$ cat src/rtl/jk_pkg.sv
// Shared types and J/K excitation encodings for the J-K flop drive controller.
package jk_pkg;

  typedef enum logic [1:0] {
    IDLE,
    DRIVE,
    CHECK
  } jkdrv_state_t;

  // Excitation pairs encoded as {j,k}
  localparam logic [1:0] JK_HOLD   = 2'b00;
  localparam logic [1:0] JK_RESET  = 2'b01;
  localparam logic [1:0] JK_SET    = 2'b10;
  localparam logic [1:0] JK_TOGGLE = 2'b11;

endpackage

$ cat src/rtl/jk_excite.sv
// Combinational J/K excitation lookup from current and requested q.
// JKDRV_TOGGLE_EN: encode any required change as toggle instead of set/reset.
module jk_excite
  import jk_pkg::*;
(
  input  logic       q_cur,
  input  logic       q_next,
  output logic [1:0] jk
);

  always_comb begin
    jk = JK_HOLD;
    if (q_cur != q_next) begin
`ifdef JKDRV_TOGGLE_EN
      jk = JK_TOGGLE;
`else
      jk = q_next ? JK_SET : JK_RESET;
`endif
    end
  end

endmodule

$ cat src/rtl/jk_drive_ctrl.sv
// Drives a discrete J-K flop to each requested bit, then reads q back and flags mismatches.
// JKDRV_TOGGLE_EN (in jk_excite) selects toggle encoding for required changes.
module jk_drive_ctrl
  import jk_pkg::*;
#(
  parameter int CNT_W   = 8,
  parameter int CHK_DLY = 1
) (
  input  logic             clk,
  input  logic             rst_n,
  input  logic             tgt_valid,
  input  logic             tgt_bit,
  output logic             tgt_ready,
  input  logic             q_in,
  output logic             j,
  output logic             k,
  output logic             busy,
  output logic             done,
  output logic             err,
  output logic [CNT_W-1:0] err_cnt,
  input  logic             clr_cnt
);

  localparam logic [3:0] DLY_LOAD = 4'(CHK_DLY);

  jkdrv_state_t state;
  logic         tgt_q;
  logic [3:0]   dly_cnt;
  logic [1:0]   jk_calc;

  jk_excite u_excite (
    .q_cur  (q_in),
    .q_next (tgt_bit),
    .jk     (jk_calc)
  );

  always_ff @(posedge clk or negedge rst_n) begin
    if (!rst_n) begin
      state     <= IDLE;
      tgt_q     <= 1'b0;
      dly_cnt   <= 4'd0;
      j         <= 1'b0;
      k         <= 1'b0;
      tgt_ready <= 1'b1;
      busy      <= 1'b0;
      done      <= 1'b0;
      err       <= 1'b0;
    end else begin
      done <= 1'b0;
      err  <= 1'b0;
      case (state)
        IDLE: begin
          if (tgt_valid && tgt_ready) begin
            tgt_q     <= tgt_bit;
            {j, k}    <= jk_calc;
            tgt_ready <= 1'b0;
            busy      <= 1'b1;
            state     <= DRIVE;
          end
        end
        DRIVE: begin
          {j, k}  <= JK_HOLD;
          dly_cnt <= DLY_LOAD;
          state   <= CHECK;
        end
        CHECK: begin
          // Compare on the edge that ends the last CHECK cycle
          if (dly_cnt <= 4'd1) begin
            done      <= 1'b1;
            err       <= (q_in != tgt_q);
            tgt_ready <= 1'b1;
            busy      <= 1'b0;
            state     <= IDLE;
          end else begin
            dly_cnt <= dly_cnt - 4'd1;
          end
        end
        default: state <= IDLE;
      endcase
    end
  end

  // Clear takes priority over a coincident increment
  always_ff @(posedge clk or negedge rst_n) begin
    if (!rst_n) begin
      err_cnt <= '0;
    end else if (clr_cnt) begin
      err_cnt <= '0;
    end else if (err && (err_cnt != {CNT_W{1'b1}})) begin
      err_cnt <= err_cnt + CNT_W'(1);
    end
  end

endmodule

$ cat config.mk
export PLATFORM = sky130hd
export DESIGN_NAME = jk_drive_ctrl
export DESIGN_NICKNAME = d
export VERILOG_FILES = /design/src/rtl/jk_pkg.sv /design/src/rtl/jk_excite.sv /design/src/rtl/jk_drive_ctrl.sv
export SDC_FILE = /design/constraint.sdc
export NUM_CORES = 1
export LEC_CHECK = 0
export CAP_MARGIN = 15
export CORE_MARGIN = 3
export CORE_UTILIZATION = 47
export CTS_BUF_LIST = sky130_fd_sc_hd__clkbuf_4
export CTS_CLUSTER_SIZE = 8
export DETAILED_ROUTE_END_ITERATION = 7
export PLACE_DENSITY = 0.77
export SKIP_LAST_GASP = 1
export SLEW_MARGIN = 20
export SYNTH_ARGS = -nofsm -noshare
export SYNTH_HDL_FRONTEND = slang
export SYNTH_SLANG_ARGS = --single-unit
$ cat constraint.sdc
create_clock -name clk -period 1.44 [get_ports clk]
set_input_delay 0.216 -clock clk [delete_from_list [all_inputs] [get_ports clk]]
set_output_delay 0.216 -clock clk [all_outputs]
set_load 0.02 [all_outputs]
# Yosys cells after proc, flatten, opt, wreduce, memory -nomap -nowiden
# Index checks and enable logic that the tools add are counted.
word_totals:
  mem_bits_ro: 0
  wordCells: 56
  register_bits: 21
  inputBits: 6
  n_memories: 0
  ram_bits: 0
  latchBits: 0
  output_inout_bits: 14
op_classes:
  order_cmp: 1
  n_reduce_logical: 12
  shift: 0
  n_mux: 23
  n_addsub: 2
  div: 0
  eq_ne: 8
  bitwise_logic: 0
  n_mul: 0
ops:
  columns: ["op", "n"]
  rows:
  - ["two-way mux 8 bit", 2]
  - ["two-way mux 1 bit", 10]
  - ["adder 8 x 1 -> 8 bit (second input constant)", 1]
  - ["two-way mux 2 bit", 4]
  - ["inequality test 8 bit (second input constant)", 1]
  - ["case mux 1 bit (2 select lines)", 4]
  - ["case mux 4 bit (2 select lines)", 1]
  - ["AND reduction 2 bit", 4]
  - ["nonzero test 2 bit", 4]
  - ["inequality test 2 bit (second input constant)", 3]
  - ["case mux 2 bit (3 select lines)", 1]
  - ["<= comparator 4 x 1 -> 1 bit (second input constant)", 1]
  - ["two-way mux 4 bit", 1]
  - ["subtractor 4 x 1 -> 4 bit (second input constant)", 1]
  - ["AND reduction 3 bit", 1]
  - ["== test 2 x 1 -> 1 bit (second input constant)", 1]
  - ["== test 2 bit (second input constant)", 1]
  - ["logical AND 1 bit", 2]
  - ["zero test 2 bit", 1]
  - ["inequality test 1 bit", 2]

# Depth between registers and ports, before layout
depth:
  word_depth: 4
  ltp_mapped: 6
  mapped_depth_nobuf: 6

# By module
# A second synthesis with hierarchy kept.
unflattened:
  cells_unflattened: 94
  area_unflattened_um2: 999.7
modules_own_cells:
  columns: ["module", "area_each_um2", "cells_each", "seq_area_each_um2", "n_inst"]
  rows:
  - ["jk_drive_ctrl", 984.7, 92, 526.8, 1]
  - ["jk_excite", 15.0, 2, 0.0, 1]

# Worst setup path before layout
# No wires, ideal clock.
synth_timing:
  path_type: "register to register"
  from: "register err_cnt[0]"
  to: "register err_cnt[5]"
  path_buffers: 0
  path_slack_ns: -0.111
  required_ns: 1.362
  period_less_slack_ns: 1.551
  arrival_ns: 1.473
  setup_time_ns: 0.078
  stages_incl_launch_ff: 6
  path_cell_list: "dfrtp_1 -> ha_1 -> nand3_1 -> o211ai_2 -> or3_1 -> a21oi_1"
synth_between:
  elab_chain_len: 3
  word_cells_on_any_way: 6
  cone_classes: "add/sub: 1; eq/ne: 1; mux: 2; reduce/logical: 2"
synth_rtl:
  columns: ["item", "line_no", "rtl"]
  rows:
  - ["start: declaration", "jk_drive_ctrl.sv:20", "output logic [CNT_W-1:0] err_cnt,"]
  - ["start signal: assignment", "jk_drive_ctrl.sv:90", "err_cnt <= err_cnt + CNT_W'(1);"]
  - ["adder 8 x 1 -> 8 bit / inequality test 8 bit (equally long branches)", "jk_drive_ctrl.sv:90, jk_drive_ctrl.sv:89", null]
  - ["two-way mux 8 bit / logical AND 1 bit (equally long branches)", "jk_drive_ctrl.sv:89", "end else if (err && (err_cnt != {CNT_W{1'b1}})) begin"]
  - ["two-way mux 8 bit / nonzero test 2 bit (equally long branches)", null, null]
# Parallel ways exist; a longest one is shown, timed or not. The select of a mux whose other input is x is not followed.
# A chain may end at the register's enable or synchronous reset.

# Worst setup path in the final report
# Same ends and word-level chain as after synthesis.

==> flow_summary.ini <==
[detailed_routing]
detailedRoute.firstIterationViolations = 4
wirelength_mm = 1.84
dr.max_layer_used = met4
wl_per_cell_um = 12.4
first_pass_iters = 2
wl_met1_um = 826
ant_nets = 0
wl_met3_um = 73
vias = 770
routed_via_density = 5.20
drc = 0
wl_met2_um = 920

[sta]
drv_slew = 0
worstMarginPinSlew_ns = 0.291
layout_min_cycle_time_ns = 1.40
fmax_mhz = 713
tns_ns = 0
setup_viol = 0
grt_setup_unrepaired = yes
relSlewSlack_pct = 80.5
skew_ns = 0.00996
report.final.hold_viol_count = 0
post-route-period-util_pct = 97.4

[synthesis]
synthCells = 92
ys_ff_latch = 21
synth.distinct_cells = 33
synth-edff-count = 0
syn_avg_cell_area_sq_um = 10.8
synth_nets = 101
synthArstFlopShare_pct = 100
seq_area_frac_synth_pct = 53.2
synth-main-ff-cell = dfrtp_1
synthesis.area_sq_um = 990
synth-warning-count = 0

[clock_network]
htreeDepth = 1
cts_sinks = 21
cts_root_buf = clkbuf_4
clk-insertion-delay-late_ns = 0.30
path_clk_slew_ns = 0.12
cts.path.max_buffers = 2
cts_buffers = 3
cts_tree = yes

[global_routing]
antenna_found_initial = 0
grt_overflow = 0
grt.total_usage_pct = 14.6
grt_pass1_wl_mm = 2.95
grt_start_max_net_pins = 22
grt_pass1_vias = 695

[setup_path]
path_buf_inv = 0
cp.arrival_ns = 1.63
required_ns = 1.66
start_kind = flip-flop
worst_path_largest_cell_delay_ns = 0.43
cp_top_family = simple AND/OR/NAND/NOR gates
worst-setup-path-type = reg -> reg
crit_fanout = 4
slowest_stage = dfrtp_2
crit_path_end_kind = flip-flop
path_cells = ha_2, nand3_4, o211ai_2, or3_1, a21oi_1

[floorplanning]
coreArea_sq_mm = 0.00186
initial_utilization_pct = 53.3
die-area_sq_mm = 0.00269
num_rows = 15
die_w_um = 51.9
dieHeight_um = 51.9
ios = 20

[pwr]
internal_power_mw = 0.709
p_seq_share_pct = 65.7
irDropWorstVdd_uv = 546
clkPwrFrac_pct = 30.5
switching_share_pct = 21.0
power_switching_mw = 0.188
combPwrFrac_pct = 3.7
leakage_nw = 0.650
cellPowerDensity_mw_per_mm2 = 673

[placement]
routabilityCongestion = 0.772
dpl.hpwl_mm = 1.34
place.port_buffers = 19

[outcome]
status = finished, final reports clean

[layout]
area_growth_pct = 34.8
post-route-util_pct = 71.8
fillers = 145
final_net_count = 133
antenna-diode-count = 0
drive_above_1_share_pct = 26.0

[hold_path]
hp-class = in -> async

[job]
drv_cap = 0
## cell type report
type	count	area [sq um]	share of cell area, %
inverter	8	30.0	2.25
clock buffer	3	22.5	1.69
sequential	21	531	39.8
timing repair buffer	28	241	18.1
clock inverter	1	5.00	0.375
multi-input combinational	62	473	35.5
tap	25	31.3	2.35
## final timing paths
path	start	to	slack [ns]	cells past startpoint
setup / recovery	err_cnt[0]	err_cnt[5]	0.04	5
hold / removal	rst_n	state[0]	0.24	2
setup reg to reg	err_cnt[0]	err_cnt[5]	0.04	5
hold reg to reg	j	j	0.51	2
max in group asynchronous	rst_n	tgt_ready	0.94	2
min in group clk	j	j	0.51	2
## synthesized netlist by cell type, types with 2 or more instances
master    instances  area, sq um
dfrtp_1          20          500
inv_1             8         30.0
nor2_1            7         26.3
nand3_1           6         30.0
a21oi_1           5         25.0
o21ai_0           5         25.0
xor2_1            4         35.0
ha_1              3         37.5
nand2_1           3         11.3
a211oi_1          2         15.0
mux2_2            2         22.5
nand2b_1          2         12.5
nand4_1           2         12.5
nor3_1            2         10.0
or3_1             2         12.5
xnor2_1           2         17.5
## through the flow
stage	power, mW	hold WS (ns)	std cells	instance area, sq um	worst slack, ns
CTS	0.911	0.247	143	1260	0.00166
global placement	0.635	0.494	139	1250	0.0483
finish	0.897	0.240	148	1330	0.0374
detailed placement	0.636	0.492	139	1250	0.0278
floorplan	0.607	-0.0796	92	1000	0.00318
global route	0.950	0.238	148	1330	-0.0391
## logic make-up after synthesis
group,share of synthesized area (%)
flip-flops,53.2
AO/OA/AOI/OAI,12.6
AND/OR/NAND/NOR,18.3
buffers and inverters,3.41
XOR/XNOR,5.31
adder cells (fa/ha/maj),3.79
multiplexers,3.29
## routing by layer
layer,GRT usage [%],vias up
li1,-,390
met1,18.3,363
met2,25.1,15
met3,2.58,2
met4,5.24,0
met5,0,-
## registers in the layout (all words and copies together), names as in the netlist
register / cells
j: 1
err_cnt: 8
err: 1
k: 1
busy: 1
state: 2
tgt_ready: 1
dly_cnt: 4
tgt_q: 1
done: 1
## layout by cell type (no fill, tap or decap), types with 2 or more instances in the layout
master / instances
nand2_1: 2
clkdlybuf4s50_1: 5
dfrtp_1: 17
inv_2: 2
nand2b_1: 2
buf_4: 9
a211oi_1: 2
nand4_1: 2
nand3_1: 5
or3_1: 2
xnor2_1: 2
nor3_1: 2
dfrtp_2: 3
dlygate4sd2_1: 13
inv_1: 6
o21ai_4: 2
o21ai_0: 5
xor2_1: 4
a21oi_1: 5
clkbuf_4: 3
nor2_1: 6
## power by group through the flow
stage / registers (mW) / clock network (mW) / logic [mW]
final: 0.590 / 0.274 / 0.0336
after global routing: 0.590 / 0.323 / 0.0379
after CTS: 0.590 / 0.287 / 0.0349
after detailed placement: 0.601 / 0 / 0.0347
after global placement: 0.601 / 0 / 0.0344
after floorplan: 0.601 / 0 / 0.00611
## timing repair
item / 4_1_cts / 5_1_grt
gates resized for setup: 14 / 11
pin swaps: 0 / 5
setup endpoints to repair: 14 / 9
hold buffers: 0 / 0
buffers inserted: 0 / 5
(Power assumes the default switching activity.)
